$ cat src/rtl/uart_rx_fifo.sv
// UART receiver (8N1, or 8E1 when UART_RX_PARITY_EN is defined) feeding a first-word-fall-through
// byte FIFO. rx is synchronized internally; received bytes appear on rdata/valid and pop with rd.
module uart_rx_fifo #(
  parameter int FIFO_DEPTH = 16,
  parameter int DIV_W      = 16
) (
  input  logic                          HCLK,
  input  logic                          HRESET,
  input  logic                          en,
  input  logic [DIV_W-1:0]              baud_div,
  input  logic                          rx,
  input  logic                          rd,
  input  logic                          clr,
  output logic [7:0]                    rdata,
  output logic                          valid,
  output logic [$clog2(FIFO_DEPTH):0]   count,
  output logic                          overrun,
  output logic                          frame_err,
  output logic                          parity_err,
  output logic [2:0]                    dbg_state
);

  localparam int AW = $clog2(FIFO_DEPTH);
  localparam logic [AW:0] FULL_CNT = (AW+1)'(FIFO_DEPTH);

  typedef enum logic [2:0] {
    S_IDLE   = 3'd0,
    S_START  = 3'd1,
    S_DATA   = 3'd2,
    S_PARITY = 3'd3,
    S_STOP   = 3'd4
  } state_t;

  // Receiver state
  logic             r_sync1, r_sync2, r_rx_prev;
  state_t           r_state, w_state_nxt;
  logic [DIV_W-1:0] r_cnt, w_cnt_nxt;
  logic [DIV_W-1:0] r_div, w_div_nxt;
  logic [7:0]       r_shift, w_shift_nxt;
  logic [2:0]       r_bit_idx, w_bit_idx_nxt;
  logic             r_push, w_push_nxt;
  logic             w_frame_set;
  logic             w_rx, w_fall, w_tick;
  logic [DIV_W-1:0] w_div_eff;

  // FIFO state
  logic [7:0]       r_mem [FIFO_DEPTH];
  logic [AW-1:0]    r_wr_ptr, r_rd_ptr;
  logic [AW:0]      r_count;
  logic             r_overrun, r_frame_err;
  logic             w_full, w_do_push, w_do_pop, w_ovr_set;

  assign w_rx      = r_sync2;
  assign w_fall    = r_rx_prev & ~w_rx;
  assign w_tick    = (r_cnt == '0);
  assign w_div_eff = (baud_div < DIV_W'(2)) ? DIV_W'(2) : baud_div;

`ifdef UART_RX_PARITY_EN
  logic r_parity_err, w_parity_set;
`endif

  always_ff @(posedge HCLK) begin
    if (HRESET) begin
      r_sync1   <= 1'b1;
      r_sync2   <= 1'b1;
      r_rx_prev <= 1'b1;
      r_state   <= S_IDLE;
      r_cnt     <= '0;
      r_div     <= '0;
      r_shift   <= '0;
      r_bit_idx <= '0;
      r_push    <= 1'b0;
    end else begin
      r_sync1   <= rx;
      r_sync2   <= r_sync1;
      r_rx_prev <= r_sync2;
      r_state   <= w_state_nxt;
      r_cnt     <= w_cnt_nxt;
      r_div     <= w_div_nxt;
      r_shift   <= w_shift_nxt;
      r_bit_idx <= w_bit_idx_nxt;
      r_push    <= w_push_nxt;
    end
  end

  // Counter is loaded with (period - 1) so each sample lands exactly one period after the last.
  always_comb begin
    w_state_nxt   = r_state;
    w_cnt_nxt     = r_cnt;
    w_div_nxt     = r_div;
    w_shift_nxt   = r_shift;
    w_bit_idx_nxt = r_bit_idx;
    w_push_nxt    = 1'b0;
    w_frame_set   = 1'b0;
`ifdef UART_RX_PARITY_EN
    w_parity_set  = 1'b0;
`endif
    case (r_state)
      S_IDLE: begin
        if (w_fall) begin
          w_div_nxt   = w_div_eff;
          w_cnt_nxt   = (w_div_eff >> 1) - DIV_W'(1);
          w_state_nxt = S_START;
        end
      end
      S_START: begin
        if (w_tick) begin
          if (!w_rx) begin
            w_cnt_nxt     = r_div - DIV_W'(1);
            w_bit_idx_nxt = 3'd0;
            w_state_nxt   = S_DATA;
          end else begin
            w_state_nxt   = S_IDLE;
          end
        end else begin
          w_cnt_nxt = r_cnt - DIV_W'(1);
        end
      end
      S_DATA: begin
        if (w_tick) begin
          w_shift_nxt[r_bit_idx] = w_rx;
          w_cnt_nxt              = r_div - DIV_W'(1);
          w_bit_idx_nxt          = r_bit_idx + 3'd1;
          if (r_bit_idx == 3'd7) begin
`ifdef UART_RX_PARITY_EN
            w_state_nxt = S_PARITY;
`else
            w_state_nxt = S_STOP;
`endif
          end
        end else begin
          w_cnt_nxt = r_cnt - DIV_W'(1);
        end
      end
`ifdef UART_RX_PARITY_EN
      S_PARITY: begin
        if (w_tick) begin
          w_parity_set = (w_rx != ^r_shift);
          w_cnt_nxt    = r_div - DIV_W'(1);
          w_state_nxt  = S_STOP;
        end else begin
          w_cnt_nxt = r_cnt - DIV_W'(1);
        end
      end
`endif
      S_STOP: begin
        if (w_tick) begin
          w_push_nxt  = w_rx;
          w_frame_set = ~w_rx;
          w_state_nxt = S_IDLE;
        end else begin
          w_cnt_nxt = r_cnt - DIV_W'(1);
        end
      end
      default: w_state_nxt = S_IDLE;
    endcase
    // Disabling the receiver abandons any frame in flight without raising flags.
    if (!en) begin
      w_state_nxt  = S_IDLE;
      w_push_nxt   = 1'b0;
      w_frame_set  = 1'b0;
`ifdef UART_RX_PARITY_EN
      w_parity_set = 1'b0;
`endif
    end
  end

  assign w_full    = (r_count == FULL_CNT);
  assign w_do_pop  = rd & (r_count != '0);
  assign w_do_push = r_push & (~w_full | w_do_pop);
  assign w_ovr_set = r_push & ~w_do_push;

  always_ff @(posedge HCLK) begin
    if (HRESET) begin
      r_wr_ptr    <= '0;
      r_rd_ptr    <= '0;
      r_count     <= '0;
      r_overrun   <= 1'b0;
      r_frame_err <= 1'b0;
    end else begin
      if (w_do_push) r_wr_ptr <= r_wr_ptr + AW'(1);
      if (w_do_pop)  r_rd_ptr <= r_rd_ptr + AW'(1);
      case ({w_do_push, w_do_pop})
        2'b10:   r_count <= r_count + (AW+1)'(1);
        2'b01:   r_count <= r_count - (AW+1)'(1);
        default: r_count <= r_count;
      endcase
      // A new error outranks a clear arriving in the same cycle.
      r_overrun   <= (r_overrun & ~clr) | w_ovr_set;
      r_frame_err <= (r_frame_err & ~clr) | w_frame_set;
    end
  end

`ifdef UART_RX_PARITY_EN
  always_ff @(posedge HCLK) begin
    if (HRESET) r_parity_err <= 1'b0;
    else        r_parity_err <= (r_parity_err & ~clr) | w_parity_set;
  end
  assign parity_err = r_parity_err;
`else
  assign parity_err = 1'b0;
`endif

  always_ff @(posedge HCLK) begin
    if (!HRESET && w_do_push) r_mem[r_wr_ptr] <= r_shift;
  end

  assign valid     = (r_count != '0);
  assign rdata     = valid ? r_mem[r_rd_ptr] : 8'h00;
  assign count     = r_count;
  assign overrun   = r_overrun;
  assign frame_err = r_frame_err;
  assign dbg_state = r_state;

endmodule

$ cat config.mk
export PLATFORM = sky130hd
export DESIGN_NAME = uart_rx_fifo
export DESIGN_NICKNAME = d
export VERILOG_FILES = /design/src/rtl/uart_rx_fifo.sv
export SDC_FILE = /design/constraint.sdc
export NUM_CORES = 1
export LEC_CHECK = 0
export CAP_MARGIN = 20
export CORE_UTILIZATION = 40
export DETAILED_ROUTE_END_ITERATION = 6
export GPL_ROUTABILITY_DRIVEN = 0
export HOLD_SLACK_MARGIN = 0.12
export MAX_ROUTING_LAYER = met4
export PLACE_DENSITY = 0.58
export SETUP_SLACK_MARGIN = 0.02
export SYNTH_ARGS = -nofsm -noshare
export SYNTH_HDL_FRONTEND = slang
export SYNTH_SLANG_ARGS = --single-unit
$ cat constraint.sdc
create_clock -name HCLK -period 3.2 [get_ports HCLK]
set_input_delay 0.8 -clock HCLK [delete_from_list [all_inputs] [get_ports HCLK]]
set_output_delay 0.8 -clock HCLK [all_outputs]
set_load 0.02 [all_outputs]
==> qor.txt <==
FF+latch area: 0.00523 mm²
Post-layout util: 48.4%
Final setup fails: 0
Clk sink count: 197
Violated checks: design-rule violations
Final worst path period share: 98.5%
Die area: 0.0231 mm²
CTS buffer count: 17
Busiest grt layer: met2
CTS tree: yes
First-pass GRT wire length: 33.0 mm
Critical path's largest stage delay: 0.53 ns
Worst path required time: 2.40 ns
Crit-path cells: buf_12 > mux4_2 > mux4_2 > nor2b_1 > buf_4
GRT overflow: 0
Vias in the first global route: 5856
Yosys top cell area share: 42.7%
GR Util met2: 30.7%
Cell mode on critical path: mux4_2
FF+latch count, synth: 197
Nets: 824
Worst slew margin: 32.2%
Htree depth: 4
Ports: 42
Synthesized cell area: 0.00899 mm²
Wire per inst: 19.1 µm
Clk root buf: clkbuf_16
Starting density of the core: 41.0%
Post-synth EDFFs: 128
CP max FO: 8
Critical path type: reg2out
Unique masters post-synth: 59
Most used DFF post-synth: edfxtp_1
Hold Path Class: reg2reg
Met1 usage: 25.4%
RSZ-0062 raised after global routing: true
Slew Limit Fails: 0
Met3 Track Usage GR: 2.34%
Fraction of registers with async set/reset: 0%
Worst Skew: 0.0127 ns
Vias per Instance: 5.56
Critical Path Source Type: flip-flop
DRT antenna net count: 0
Hold Fails Final Rpt: 0
Row count: 54
GR Util All Layers: 19.1%
Share of layout cells above drive strength 1: 19.6%
Number of buffers and inverters on the critical path: 2
P_leak: 3.62 nW
Max-cap viol count: 0
Synth area leaders: edfxtp_1 43%, dfxtp_1 15%, mux4_2 10%
Total vias in the final route: 6001
Chip width: 152 µm
Final min period: 3.15 ns
Final WL: 20.7 mm
Fmax: 317 MHz
Most frequent cell after synthesis: edfxtp_1
Arrival @ worst endpoint: 2.35 ns
Mean area per synthesized cell: 12.6 µm²
Share of the yosys chip area belonging to registers: 58.1%
Net Count, Synth: 753
Commonest cells in the netlist: 128 x edfxtp_1, 78 x nor2_1, 69 x dfxtp_1, 58 x nand2_1, 45 x a21oi_1
Core ar.: 0.0220 mm²
Critical Path Sink Type: output pin
Antenna Cells: 0
CP delay by family, top: multiplexers
Detailed-placement wirelength estimate: 14.1 mm
Fill cells: 1921
P&R area growth vs syn: 18.2%
Area of the multi-input gates: 0.00358 mm²
Run status: complete, but fails checks
Worst vdd ir: 0.316 mV
Ys Warns: 0
Pre-Repair DR Iteration Count: 7
Power Dens Cells: 494 mW/mm²
Max Buffers Root-to-Sink: 2
Worst-Margin Slew: 1.01 ns
Largest net degree at the start of global routing: 67
Later-pin clock latency in the skew report: 0.43 ns
Port Buffers: 40
Hold_ws: 0.413 ns
DR iter-0 viols: 414
Slowest CP cell: mux4_2
Die height: 152 µm
Residual DRC: 4
Gate Count Post-Synth: 716
Initial antenna violation count: 0
Clk slew on worst S/H paths: 0.08 ns
Leading area contributor after synthesis: edfxtp_1
metrics by stage:
stage / TNS (ns) / std cells / total power, mW / setup slack, ns / instance area [µm²]
6_report: 0 / 1080 / 5.25 / 0.0485 / 10600
5_1_grt: -0.0693 / 1080 / 5.44 / -0.0192 / 10600
4_1_cts: -0.211 / 1083 / 5.29 / -0.0501 / 10700
3_5_place_dp: -0.0204 / 1045 / 3.19 / -0.0204 / 9970
3_3_place_gp: 0 / 1045 / 3.18 / 0.0802 / 9970
2_1_floorplan: 0 / 716 / 3.06 / 0.140 / 8990
sequential cells by signal, summed over array words and instances (netlist names), 3 cells and up, named ones only:
name and count:
r_div 16, count 5, r_bit_idx 3, r_shift 8, r_cnt 16, r_wr_ptr 4, r_rd_ptr 4, dbg_state 3
r_mem 128
routing by layer:
metal	part of all wire (%)	vias up
li1	-	2841
met1	46	2981
met2	48	158
met3	4.2	21
met4	1.6	0
met5	0	-
worst register-to-register path, cell delays in order (launching register included):
cell and delay [ns]:
dfxtp_1 0.38, nor4_2 0.39, nor2b_1 0.21, nor2b_1 0.09, ha_1 0.24, fa_1 0.41, a21o_1 0.19, a21oi_1 0.17
xor2_1 0.09, or3_1 0.32, a21oi_1 0.15
layout by cell type (no fill, tap or decap), types with 12 or more instances in the layout:
master,instances
a211oi_1,14
a21oi_1,45
buf_4,48
clkbuf_16,17
clkdlybuf4s50_1,31
dfxtp_1,68
edfxtp_1,128
ha_1,14
mux2i_1,12
mux4_2,40
nand2_1,58
nand3_1,15
nor2_1,78
nor3_1,26
o21ai_0,12
xnor2_1,17
xor2_1,24
layout make-up:
| cell class | instances | area share, % |
|---|---|---|
| sequential | 197 | 49.2 |
| multi-input combinational | 469 | 33.7 |
| timing repair buffer | 91 | 7.90 |
| clock buffer | 17 | 4.00 |
| tap | 280 | 3.29 |
| clock inverter | 15 | 1.55 |
| inverter | 11 | 0.388 |
cell families (layout without fill, tap and decap cells):
group                      after synthesis  in the layout  synth area share, %
DFF                                    197            197                 58.1
buffers and inverters                   50            134                 2.31
AOI/OAI and AO/OA                      106            106                 7.58
muxes                                   52             52                 11.4
and+or+nand+nor                        254            254                 14.5
xor gates and xnor gates                41             41                 3.99
adders and majority gates               15             15                 2.17
other                                    1              1               0.0417
worst paths after layout:
check	end	slack, ns	cells past startpoint	from
worst max-delay path	rdata[4]	0.05	5	flip-flop
worst min-delay path	r_sync2$_SDFF_PP1_	0.41	1	r_sync1$_SDFF_PP1_
worst max register to register	count[4]$_SDFFE_PP0P_	0.51	10	count[0]$_SDFFE_PP0P_
worst min register to register	r_sync2$_SDFF_PP1_	0.41	1	r_sync1$_SDFF_PP1_
where the power goes:
part / switching, mW / total (mW) / internal [mW]
clock: 1.06 / 2.11 / 1.06
sequential: 0.0358 / 2.73 / 2.69
combinational: 0.238 / 0.408 / 0.170
repair_timing:
item / in CTS / in global routing
endpoints found under the hold margin: 0 / 0
gates resized for setup: 41 / 10
buffers inserted: 4 / 0
hold buffers: 0 / 0
setup endpoints to repair: 8 / 9
gates cloned: 2 / 0
(Power assumes the default switching activity.)
